`src/rtl/hamming11_7_decoder.sv`:
```
// Streaming (11,7) Hamming decoder with a two-stage valid/ready pipeline.
// Stage 1 captures the codeword and its syndrome; stage 2 captures the corrected
// data, syndrome and error flags. Two saturating counters track error statistics.
module hamming11_7_decoder #(
  parameter int unsigned CNT_W = 8
) (
  input  logic             clk,
  input  logic             rst,
  input  logic             in_valid,
  output logic             in_ready,
  input  logic [10:0]      cw_in,
  output logic             out_valid,
  input  logic             out_ready,
  output logic [6:0]       data_out,
  output logic [3:0]       syndrome_out,
  output logic             err_corrected,
  output logic             err_uncorrectable,
  input  logic             cnt_clr,
  output logic [CNT_W-1:0] corr_cnt,
  output logic [CNT_W-1:0] uncorr_cnt
);

  localparam logic [CNT_W-1:0] CntMax = '1;

  // Stage 1 state
  logic        r_s1_valid;
  logic [10:0] r_s1_cw;
  logic [3:0]  r_s1_syn;

  // Stage 2 state (drives the outputs directly)
  logic        r_s2_valid;
  logic [6:0]  r_s2_data;
  logic [3:0]  r_s2_syn;
  logic        r_s2_corr;
  logic        r_s2_uncorr;

  // Error-statistics counters
  logic [CNT_W-1:0] r_corr_cnt;
  logic [CNT_W-1:0] r_uncorr_cnt;

  // Combinational helpers
  logic             w_s1_adv;
  logic             w_s2_adv;
  logic             w_in_xfer;
  logic             w_out_xfer;
  logic [3:0]       w_syn;
  logic [10:0]      w_flip;
  logic [10:0]      w_fixed;
  logic [6:0]       w_data;
  logic             w_corr;
  logic             w_uncorr;
  logic [CNT_W-1:0] w_corr_cnt_nxt;
  logic [CNT_W-1:0] w_uncorr_cnt_nxt;

  // Pipeline advance and handshake; in_ready is combinational from out_ready.
  always_comb begin
    w_s2_adv   = !r_s2_valid || out_ready;
    w_s1_adv   = !r_s1_valid || w_s2_adv;
    w_in_xfer  = in_valid && w_s1_adv;
    w_out_xfer = r_s2_valid && out_ready;
  end

  assign in_ready = w_s1_adv;

  // Syndrome of the incoming word; cw_in[k-1] holds position k.
  always_comb begin
    w_syn[0] = cw_in[0] ^ cw_in[2] ^ cw_in[4] ^ cw_in[6] ^ cw_in[8] ^ cw_in[10];
    w_syn[1] = cw_in[1] ^ cw_in[2] ^ cw_in[5] ^ cw_in[6] ^ cw_in[9] ^ cw_in[10];
    w_syn[2] = cw_in[3] ^ cw_in[4] ^ cw_in[5] ^ cw_in[6];
    w_syn[3] = cw_in[7] ^ cw_in[8] ^ cw_in[9] ^ cw_in[10];
  end

  // Stage 1 register; cw_in is only sampled on a real transfer so X is never captured.
  always_ff @(posedge clk or posedge rst) begin
    if (rst) begin
      r_s1_valid <= 1'b0;
      r_s1_cw    <= '0;
      r_s1_syn   <= '0;
    end else if (w_s1_adv) begin
      r_s1_valid <= in_valid;
      if (in_valid) begin
        r_s1_cw  <= cw_in;
        r_s1_syn <= w_syn;
      end
    end
  end

  // Build the correction mask from the stage 1 syndrome.
  always_comb begin
    w_flip   = '0;
    w_corr   = 1'b0;
    w_uncorr = 1'b0;
    if (r_s1_syn >= 4'd12) begin
      // Syndromes 12..15 point outside the codeword: flag, do not touch data.
      w_uncorr = 1'b1;
    end else if (r_s1_syn != 4'd0) begin
      w_corr = 1'b1;
      for (int k = 1; k <= 11; k++) begin
        if (r_s1_syn == 4'(k)) begin
          w_flip[k-1] = 1'b1;
        end
      end
    end
  end

  // Apply the mask and extract the data positions {11,10,9,7,6,5,3}.
  always_comb begin
    w_fixed = r_s1_cw ^ w_flip;
    w_data  = {w_fixed[10], w_fixed[9], w_fixed[8], w_fixed[6],
               w_fixed[5], w_fixed[4], w_fixed[2]};
  end

  // Stage 2 register; fields only change when the stage is allowed to advance.
  always_ff @(posedge clk or posedge rst) begin
    if (rst) begin
      r_s2_valid  <= 1'b0;
      r_s2_data   <= '0;
      r_s2_syn    <= '0;
      r_s2_corr   <= 1'b0;
      r_s2_uncorr <= 1'b0;
    end else if (w_s2_adv) begin
      r_s2_valid <= r_s1_valid;
      if (r_s1_valid) begin
        r_s2_data   <= w_data;
        r_s2_syn    <= r_s1_syn;
        r_s2_corr   <= w_corr;
        r_s2_uncorr <= w_uncorr;
      end
    end
  end

  // Counter next state: clear wins over increment, increments saturate.
  always_comb begin
    w_corr_cnt_nxt   = r_corr_cnt;
    w_uncorr_cnt_nxt = r_uncorr_cnt;
    if (cnt_clr) begin
      w_corr_cnt_nxt   = '0;
      w_uncorr_cnt_nxt = '0;
    end else if (w_out_xfer) begin
      if (r_s2_corr && (r_corr_cnt != CntMax)) begin
        w_corr_cnt_nxt = r_corr_cnt + 1'b1;
      end
      if (r_s2_uncorr && (r_uncorr_cnt != CntMax)) begin
        w_uncorr_cnt_nxt = r_uncorr_cnt + 1'b1;
      end
    end
  end

  // Counter registers
  always_ff @(posedge clk or posedge rst) begin
    if (rst) begin
      r_corr_cnt   <= '0;
      r_uncorr_cnt <= '0;
    end else begin
      r_corr_cnt   <= w_corr_cnt_nxt;
      r_uncorr_cnt <= w_uncorr_cnt_nxt;
    end
  end

  assign out_valid         = r_s2_valid;
  assign data_out          = r_s2_data;
  assign syndrome_out      = r_s2_syn;
  assign err_corrected     = r_s2_corr;
  assign err_uncorrectable = r_s2_uncorr;
  assign corr_cnt          = r_corr_cnt;
  assign uncorr_cnt        = r_uncorr_cnt;

  // w_in_xfer is kept for readability of the handshake; tie it off here.
  logic w_unused;
  assign w_unused = w_in_xfer;

endmodule
```
`config.mk`:
```
export PLATFORM = sky130hd
export DESIGN_NAME = hamming11_7_decoder
export DESIGN_NICKNAME = d
export VERILOG_FILES = /design/src/rtl/hamming11_7_decoder.sv
export SDC_FILE = /design/constraint.sdc
export NUM_CORES = 1
export LEC_CHECK = 0
export CORE_UTILIZATION = 45
export CTS_CLUSTER_DIAMETER = 80
export CTS_CLUSTER_SIZE = 24
export DETAILED_ROUTE_END_ITERATION = 6
export PLACE_DENSITY = 0.78
export SYNTH_ARGS = -nofsm -noshare
export SYNTH_HDL_FRONTEND = slang
export SYNTH_SLANG_ARGS = --single-unit
export TNS_END_PERCENT = 20
```
`constraint.sdc`:
```
create_clock -name clk -period 1.7 [get_ports clk]
set_clock_uncertainty 0.2 [all_clocks]
set_input_delay 0.34 -clock clk [delete_from_list [all_inputs] [get_ports clk]]
set_output_delay 0.34 -clock clk [all_outputs]
set_load 0.01 [all_outputs]
```
## Word-level counts from Yosys, hierarchy flattened

Cells that the tools add are included.

- Bits in registers: 46
- Output and inout port bits: 31
- Word-level logic and storage cells: 80

- Order comparisons: 1
- Reductions and logical operators: 15
- Bitwise gates (word level): 17
- Multiplexer cells: 22
- Add/subtract/negate cells: 2
- Equal/unequal tests: 13

Operators with widths:

| kind | count |
|---|---|
| 8-bit 2-to-1 mux | 6 |
| 11-bit 2-to-1 mux | 2 |
| 8-bit by 1-bit adder with 8-bit output (second input constant) | 2 |
| 4-bit by 3-bit equality test with 1-bit output (second input constant) | 4 |
| 4-bit equality test (second input constant) | 4 |
| 8-bit inequality test (second input constant) | 2 |
| 1-bit bitwise XOR | 16 |
| 1-bit 2-to-1 mux | 14 |
| 11-bit bitwise XOR | 1 |
| 4-bit by 2-bit equality test with 1-bit output (second input constant) | 2 |
| 2-bit AND reduction | 4 |
| 2-bit nonzero test | 3 |
| 4-bit by 1-bit equality test with 1-bit output (second input constant) | 1 |
| 4-bit >= comparator (second input constant) | 1 |
| 4-bit nonzero test | 1 |
| 1-bit logical AND | 3 |
| 1-bit logical NOT | 2 |
| 1-bit logical OR | 2 |

## Longest topological paths before layout

- Depth after elaboration: 5
- Depth in mapped cells: 5
- Gate-level depth less buffers: 5

## Worst setup path before layout

No wires, ideal clock.

- Kind: reg-to-reg
- Start point: register r_corr_cnt[0], in the netlist corr_cnt[0]
- End point: register r_corr_cnt[5], in the netlist corr_cnt[5]
- Stages on the path, launching flop included: 6
- Arrival time: 1663 ps
- Setup slack: -241 ps
- Data required time: 1422 ps
- Period minus slack after synthesis: 1941 ps
- Cells stage by stage: dfrtp_1 -> ha_1 -> and3_4 -> a21o_4 -> or4_1 -> a21oi_1

- Word-level cells in the longest chain between the ends: 4
- Elaborated cells between the ends (all ways): 8
- Those cells by class: add/sub: 1; eq/ne: 1; mux: 3; reduce/logical: 3

RTL lines:

| item | RTL line | source |
|---|---|---|
| start: declaration | 38 | `logic [CNT_W-1:0] r_corr_cnt;` |
| start signal: assignment | 155 | `r_corr_cnt <= w_corr_cnt_nxt;` |
| 8-bit by 1-bit adder with 8-bit output or 8-bit inequality test (tied branches) | 141, 140 |  |
| 8-bit 2-to-1 mux or 1-bit logical AND (tied branches) | 140 | `if (r_s2_corr && (r_corr_cnt != CntMax)) begin` |
| 8-bit 2-to-1 mux or 2-bit nonzero test (tied branches) | n/a |  |
| 8-bit 2-to-1 mux or 2-bit AND reduction (tied branches) | n/a |  |

Parallel ways exist; a longest one is shown, timed or not. The select of a mux whose other input is x is not followed.
A chain may end at the register's enable or synchronous reset.

## Final worst setup path

Ends and elaborated chain as after synthesis.

==> reports/qor.txt <==
Minimum clock period: 1.83 ns
WS Path Type: register to register
Row cnt: 24
Fraction of power spent switching nets: 0.284
P_leak: 1.34 nW
Cell internal power dissipation: 1.92 mW
CTS Buffer Depth: 2
Data required time of the critical path: 1.73 ns
DRC viols: 0
Number of I/O port buffers: 46
Total count of max-transition violations in the final report: 0
Reg-to-reg setup timing slack: -0.13 ns
Area enclosed by the die boundary: 4900 sq um
Critical Path Start Type: register
Vias per cell: 5.19
Pre-antenna DRT Iters: 4
Syn-to-layout area delta: 40.0%
Slew at the pin closest to its max-slew limit: 0.406 ns
Global-route wire length before repair: 7.29 mm
Top Ports: 47
Arrival time worst endpoint: 1.86 ns
Antenna diodes: 0
Post-synth ARST share: 1.00
Total grt overflow: 0
Antenna violations before repair: 0
Most used standard cells in the synthesized netlist: 42 x dfrtp_1, 21 x nand2_1, 20 x xnor2_1
Final Hold Fails: 0
Post-synthesis sequential element count: 42
Syn nets: 211
Mean post-synth cell area: 10.8 sq um
Failing checks: negative setup slack
Number of buffers created by CTS: 5
CTS tree: yes
Crit end category: register
Final setup violation count: 4
Fraction of layout instances using a drive strength above 1: 0.254
Final WL: 4.31 mm
H-tree levels: 2
Launching element of the worst setup path: corr_cnt[0]$_DFFE_PP0P_
Buffer type at the clock tree root: clkbuf_8
Area contributors post-synth: dfrtp_1 51%, xnor2_1 8.4%, mux2_2 6.0%, o21ai_0 4.1%, nand2_1 3.8%
Worst slew margin relative to its limit: 0.728
Power per cell area: 922 nW/um^2
Max-cap check violation count: 0
Combinational power share: 0.239
Outcome: finished with violations
Detail Route met2 WL: 2.15 mm
Start of the worst register-to-register path: corr_cnt[0]$_DFFE_PP0P_
Fill cells: 359
Number of nets with antenna violations after detailed routing: 0
Largest net degree at the start of global routing: 43
Post-cts hold buffer count: 0
Dominant cell by count in the synthesized netlist: dfrtp_1
Initial DRC Count: 97
Met1 Wirelength: 1.95 mm
Top sig layer: met4
Detail-routed net length per standard cell: 13.5 microns
Y dimension of the die: 70 microns
Highest net fanout along the worst path: 2
Reported net switching power: 762 uW
IR drop worst, VDD: 0.618 mV
Clock latency on the worst-skew pair: 0.29 ns
Post-route worst setup slack: -0.134 ns
Final hold slack: 0.195 ns
Clock transition at the registers of the reported paths: 0.08 ns
Total clock sinks: 42
Layout net count: 285
Starting density of the core: 0.471
Overall Global Routing Usage: 0.191
Worst min-delay path class: primary input to asynchronous set/reset pin
Fraction of the cycle the final worst path needs: 1.08
Post-synth cell types: 44
Register share of total power: 0.485
Fraction of the core area covered by cells at the end of the flow: 0.660
Number of warning messages in the yosys log: 0
Most used flip-flop cell after synthesis: dfrtp_1
Area share of the largest cell type after synthesis: 0.505
Count of flip-flops with a built-in enable after synthesis: 0
DR vias: 1661
Instance count of the mapped netlist: 193
Final weighted congestion in routability-driven placement: 0.737
Die Span X: 70 microns
Clock Power Share: 0.276
Cell taking the most area after synthesis: dfrtp_1
Summed instance area of the synthesized netlist: 2080 sq um
Core area: 4410 sq um
Max frequency: 545 MHz
Detailed-routed wire length on met3: 152 microns
Final HPWL from detailed placement: 3.06 mm
Total power: 2.69 mW
Unrepaired setup endpoints after global routing: yes
Post-synthesis sequential area ratio: 0.505
Vias in the first global route: 1632
-- kinds of logic after synthesis --
group | count (synthesis) | share of synthesized area
adders and majority gates | 2 | 0.0120
muxes | 13 | 0.0692
and+or+nand+nor | 63 | 0.173
xor gates and xnor gates | 29 | 0.122
DFF | 42 | 0.505
buffers and inverters | 13 | 0.0265
AOI/OAI and AO/OA | 31 | 0.0920
-- layout make-up --
class | count | area [sq um] | area share
Clock buffer | 8 | 110 | 0.0378
Inverter | 4 | 15.0 | 0.00515
Multi-Input combinational cell | 138 | 1000 | 0.345
Sequential cell | 42 | 1050 | 0.362
Tap cell | 52 | 65.1 | 0.0223
Timing Repair Buffer | 76 | 664 | 0.228
-- stage by stage --
| stage | cells | setup TNS, ns | worst slack, ns | instance area [sq um] |
|---|---|---|---|---|
| floorplan | 193 | -0.184 | -0.167 | 2080 |
| global placement | 304 | -9.82 | -0.451 | 2760 |
| detailed placement | 304 | -10.82 | -0.462 | 2760 |
| CTS | 319 | -0.318 | -0.156 | 2880 |
| global route | 320 | -0.695 | -0.164 | 2910 |
| finish | 320 | -0.274 | -0.134 | 2910 |
-- worst paths after layout --
path                                                 to  cells past startpoint
max in group asynchronous         out_valid$_DFFE_PP0P_                      3
worst max-delay path            corr_cnt[5]$_DFFE_PP0P_                      5
min in group clk                data_out[5]$_DFFE_PP0P_                      2
worst min-delay path            data_out[5]$_DFFE_PP0P_                      3
worst max register to register  corr_cnt[5]$_DFFE_PP0P_                      5
worst min register to register  data_out[5]$_DFFE_PP0P_                      2
-- power by group through the flow --
| stage | logic, mW | registers [mW] | clock network, mW |
|---|---|---|---|
| 2_1_floorplan | 0.364 | 1.30 | 0 |
| 3_3_place_gp | 0.696 | 1.33 | 0 |
| 3_5_place_dp | 0.713 | 1.33 | 0 |
| 4_1_cts | 0.644 | 1.30 | 0.765 |
| 5_1_grt | 0.706 | 1.33 | 0.809 |
| 6_report | 0.642 | 1.30 | 0.742 |
-- what timing repair did --
| item | CTS | global route |
|---|---|---|
| setup endpoints to repair | 47 | 13 |
| buffers inserted | 7 | 1 |
| gates resized for setup | 33 | 15 |
| pin swaps | 2 | 2 |
-- worst max-delay path, stage by stage, from the launching register on --
cell and delay (ns):
dfrtp_1 0.39, ha_2 0.19, and3_4 0.19, a21o_4 0.20
or4_4 0.48, a21oi_2 0.12
-- state kept, by name (all words and copies together) (netlist names) --
signal	cells
corr_cnt	8
uncorr_cnt	8
data_out	7
r_s1_cw	7
r_s1_syn	4
syndrome_out	4
err_corrected	1
err_uncorrectable	1
out_valid	1
r_s1_valid	1
-- layout by cell type (no fill, tap or decap), types with 2 or more instances in the layout --
| master | n |
|---|---|
| nand2_1 | 21 |
| nand4b_1 | 3 |
| a21oi_1 | 2 |
| xnor2_1 | 20 |
| a21oi_2 | 2 |
| dfrtp_2 | 2 |
| nor4bb_1 | 4 |
| clkbuf_2 | 2 |
| clkbuf_8 | 8 |
| xor2_1 | 9 |
| clkdlybuf4s50_1 | 14 |
| dfrtp_1 | 40 |
| mux2i_1 | 2 |
| nand3_1 | 4 |
| o21ai_0 | 15 |
| mux2_2 | 11 |
| buf_4 | 28 |
| nand2b_1 | 2 |
| dlygate4sd2_1 | 29 |
| o211ai_1 | 2 |
| inv_1 | 4 |
| buf_12 | 2 |
| nor2_1 | 11 |
-- per-layer routing --
| metal | up-vias | track usage |
|---|---|---|
| met4 | 0 | 0.0867 |
| li1 | 820 | - |
| met3 | 6 | 0.0505 |
| met2 | 36 | 0.307 |
| met1 | 799 | 0.242 |
| met5 | - | 0 |
Note: power is estimated with default switching activity, not from simulation.
